**src/rtl/sync_fifo_ctrl.sv**
```systemverilog
// Single-clock FIFO with registered read, programmable almost-full/almost-empty,
// sticky overflow/underflow flags and a synchronous flush.
module sync_fifo_ctrl #(
  parameter int DATA_WIDTH = 8,
  parameter int ADDR_WIDTH = 3,
  parameter int AF_LEVEL   = 6,
  parameter int AE_LEVEL   = 2
) (
  input  logic                  clk,
  input  logic                  rst_n,
  input  logic                  flush,
  input  logic                  w_inc,
  input  logic [DATA_WIDTH-1:0] w_data,
  input  logic                  r_inc,
  output logic [DATA_WIDTH-1:0] r_data,
  output logic                  r_valid,
  output logic                  full,
  output logic                  empty,
  output logic                  almost_full,
  output logic                  almost_empty,
  output logic [ADDR_WIDTH:0]   count,
  output logic                  overflow,
  output logic                  underflow
);

  localparam int DEPTH = 1 << ADDR_WIDTH;
  localparam int PW    = ADDR_WIDTH + 1;

  logic [DATA_WIDTH-1:0] mem [DEPTH];

  logic [PW-1:0]         wptr_reg, rptr_reg;
  logic [DATA_WIDTH-1:0] r_data_reg;
  logic                  r_valid_reg;
  logic                  overflow_reg, underflow_reg;

  logic [PW-1:0]         count_next;
  logic                  wr_accept, rd_accept;

  // Status is decoded from the registered pointers only, so request inputs
  // never reach the flags combinationally.
  assign count_next   = wptr_reg - rptr_reg;
  assign count        = count_next;
  assign full         = (count_next == PW'(DEPTH));
  assign empty        = (count_next == '0);
  assign almost_full  = (count_next >= PW'(AF_LEVEL));
  assign almost_empty = (count_next <= PW'(AE_LEVEL));

  assign wr_accept = w_inc && !full  && !flush;
  assign rd_accept = r_inc && !empty && !flush;

  assign r_data    = r_data_reg;
  assign r_valid   = r_valid_reg;
  assign overflow  = overflow_reg;
  assign underflow = underflow_reg;

  // Storage carries no reset so it maps onto block RAM.
  always_ff @(posedge clk) begin
    if (wr_accept)
      mem[wptr_reg[ADDR_WIDTH-1:0]] <= w_data;
  end

  always_ff @(posedge clk or negedge rst_n) begin
    if (!rst_n) begin
      wptr_reg      <= '0;
      rptr_reg      <= '0;
      r_data_reg    <= '0;
      r_valid_reg   <= 1'b0;
      overflow_reg  <= 1'b0;
      underflow_reg <= 1'b0;
    end else if (flush) begin
      wptr_reg      <= '0;
      rptr_reg      <= '0;
      r_valid_reg   <= 1'b0;
      overflow_reg  <= 1'b0;
      underflow_reg <= 1'b0;
    end else begin
      r_valid_reg <= rd_accept;
      if (wr_accept)
        wptr_reg <= wptr_reg + 1'b1;
      if (rd_accept) begin
        r_data_reg <= mem[rptr_reg[ADDR_WIDTH-1:0]];
        rptr_reg   <= rptr_reg + 1'b1;
      end
      if (w_inc && full)
        overflow_reg <= 1'b1;
      if (r_inc && empty)
        underflow_reg <= 1'b1;
    end
  end

endmodule

```
**config.mk**
```make
export PLATFORM = sky130hd
export DESIGN_NAME = sync_fifo_ctrl
export DESIGN_NICKNAME = d
export VERILOG_FILES = /design/src/rtl/sync_fifo_ctrl.sv
export SDC_FILE = /design/constraint.sdc
export NUM_CORES = 1
export LEC_CHECK = 0
export ABC_AREA = 1
export ABC_CLOCK_PERIOD_IN_PS = 3100
export CORE_UTILIZATION = 30
export CTS_BUF_LIST = sky130_fd_sc_hd__clkbuf_8 sky130_fd_sc_hd__clkbuf_16
export DETAILED_ROUTE_END_ITERATION = 12
export RECOVER_POWER = 25
export SLEW_MARGIN = 20
export SYNTH_ARGS = -nofsm -noshare
export SYNTH_HDL_FRONTEND = slang
export SYNTH_SLANG_ARGS = --single-unit
export TNS_END_PERCENT = 10
```
**constraint.sdc**
```tcl
create_clock -name clk -period 3.1 [get_ports clk]
set_clock_uncertainty 0.15 [all_clocks]
set_input_delay 0.31 -clock clk [delete_from_list [all_inputs] [get_ports clk]]
set_output_delay 0.31 -clock clk [all_outputs]
set_load 0.1 [all_outputs]
```
==> impl_metrics.env <==
export IMPL_synth_top_area_share_pct=47.2
export IMPL_hold_viol_final=0
export IMPL_rsz0062_at_grt="no"
export IMPL_chipWidth_um=118
export IMPL_highest_signal_layer="met4"
export IMPL_drtIter0Drc=188
export IMPL_postPlaceCellArea_sq_um=4600
export IMPL_final_cell_mix="140 x nand2_1, 76 x inv_1, 64 x edfxtp_1, 50 x nand3_1, 19 x dfrtp_1"
export IMPL_port_buffers=31
export IMPL_syn_num_nets=447
export IMPL_cts_tree="yes"
export IMPL_cp_slowest_cell="fa_2"
export IMPL_critPathLaunch="wptr_reg[0]"
export IMPL_dieArea_sq_um=14000
export IMPL_syn2layout_area_growth_pct=20.9
export IMPL_fin_area_sq_um=4920
export IMPL_synth_edf_count=64
export IMPL_core_sq_um=13200
export IMPL_grt_max_degree=37
export IMPL_critPathKind="reg -> out"
export IMPL_path_cells="inv_2 -> ha_1 -> inv_2 -> fa_2 -> inv_2 -> nand2_2 -> nor2_8 -> nand3_4 -> clkinvlp_4 -> buf_12"
export IMPL_largest_reg_flops=64
export IMPL_routed_wl_mm=9.04
export IMPL_slowest_delay_ps=520
export IMPL_overflow=0
export IMPL_clkSinkCount=83
export IMPL_synthArstFlopShare_pct=22.9
export IMPL_synth_warnings=0
export IMPL_final_common_cell="nand2_1"
export IMPL_synthCells=428
export IMPL_io_pins=32
export IMPL_yosys_top_cells_area="edfxtp_1 47%, nand2_1 13%, dfrtp_1 12%"
export IMPL_cts_made_buffers=9
export IMPL_end_kind="output port"
export IMPL_grt_pass1_wl_mm=14.6
export IMPL_status="complete, no violations"
export IMPL_worst_ep_arrival_time_ps=2480
export IMPL_fp_dieH_um=118
export IMPL_via_per_inst=4.34
export IMPL_cts_clk_slew_worst_paths_ps=60
export IMPL_drc=0
export IMPL_grt_usage_pct=14.0
export IMPL_clock_latency_ps=340
export IMPL_final_nets=477
export IMPL_synth_top_cell_by_area="edfxtp_1"
export IMPL_avgSynthCellArea_sq_um=9.51
export IMPL_first_global_vias=2708
export IMPL_dr_wl_met2_mm=4.27
export IMPL_antenna_left=0
export IMPL_seq_area_frac_synth_pct=58.9
export IMPL_cts_root_buffer="clkbuf_16"
export IMPL_critPathMaxFanout=15
export IMPL_syn_area_sq_um=4070
export IMPL_slew_limit_headroom_pct=40.3
export IMPL_required_ps=2640
export IMPL_htreeDepth=3
export IMPL_fin_crit_sh_pct=94.7
export IMPL_start_util_pct=30.7
export IMPL_final_min_clock_period_ps=2940
export IMPL_cts_buffer_depth=2
export IMPL_cpLargestDelayFamily="adder cells"
export IMPL_cts_setup_buffers=0
export IMPL_cts_hold_buf=0
export IMPL_place_gp_congestion=0.788
export IMPL_n_fill_cell=1329
export IMPL_setup_violations_final=0
export IMPL_crit_buf_inv=5
export IMPL_max_slew_worst_pin_slew_ps=893
export IMPL_dp_hpwl_mm=6.36
export IMPL_yosysUniqueCellTypes=28
export IMPL_synth_ff_type="edfxtp_1"
export IMPL_antenna_found_initial=0
export IMPL_fmax_mhz=341
export IMPL_antenna_cells=0
export IMPL_drv_slew=0
export IMPL_drt_pass1_iter_count=4
export IMPL_ys_seq_elements=83
export IMPL_wl_per_cell_um=14.1
export IMPL_crit_top_cell="inv_2"
export IMPL_drive_above_1_share_pct=15.3
export IMPL_num_rows=42
export IMPL_r2r_start="rptr_reg[2]"
export IMPL_setup_tns_ps=0
export IMPL_drv_cap=0
export IMPL_met1_length_mm=4.27
export IMPL_routed_via_count=2775
export IMPL_worstSetupStartpointType="flop"
export IMPL_cts_resized=0
export IMPL_hold_path_class="in -> async"
export IMPL_route_met3_wl_um=315
cell usage after synthesis, types with 2 or more instances:
cell type,instances
nand3_1,50
nand2_2,4
nor2_2,8
nand3_4,3
buf_4,4
dfrtp_1,19
inv_2,4
ha_1,5
edfxtp_1,64
nand4_1,16
buf_2,9
nand2_1,140
a21oi_1,2
nand2_4,4
inv_1,77
nor2_1,2
xor2_1,4
buf_6,2
clkinv_1,2
final cells by class:
class | instances | area [sq um] | share of cell area (%)
clock buffers | 9 | 225 | 4.58
clock inverters | 7 | 92.6 | 1.88
inverters | 84 | 322 | 6.53
multi-input cells | 244 | 1260 | 25.7
flip-flops and latches | 83 | 2400 | 48.7
well taps | 176 | 220 | 4.47
repair buffers | 36 | 400 | 8.13
stage by stage:
step | utilization, % | hold WS (ps) | worst slack [ps] | instances
final | 37.2 | 330 | 164 | 639
after global routing | 37.2 | 360 | 36.2 | 639
after CTS | 37.2 | 335 | 146 | 639
after detailed placement | 34.8 | 319 | 323 | 623
after global placement | 34.8 | 323 | 382 | 623
after floorplan | - | -136 | 40.7 | 428
cell families after synthesis:
family          synth area share, %
compound gates                0.430
xor+xnor                      0.861
fa+ha+maj                      2.03
buf+inv                        10.4
flops                          58.9
simple gates                   27.4
final timing paths:
check                           slack [ps]         to  cells after the start
max in group asynchronous             1920  r_data[1]                      1
worst max-delay path                   160      empty                     10
worst max register to register         360  mem[3][2]                      8
min in group clk                       330  r_data[4]                      2
worst min-delay path                   330  r_data[7]                      1
worst min register to register         330  r_data[4]                      2
routing by layer:
layer	vias to the layer above	track usage (%)
met5	-	0
met4	0	6.65
met3	12	3.04
met2	46	22.0
met1	1294	18.4
li1	1423	-
Power is not shown: default switching activity piles up to over one toggle a cycle in this logic, so the estimate is an artifact.
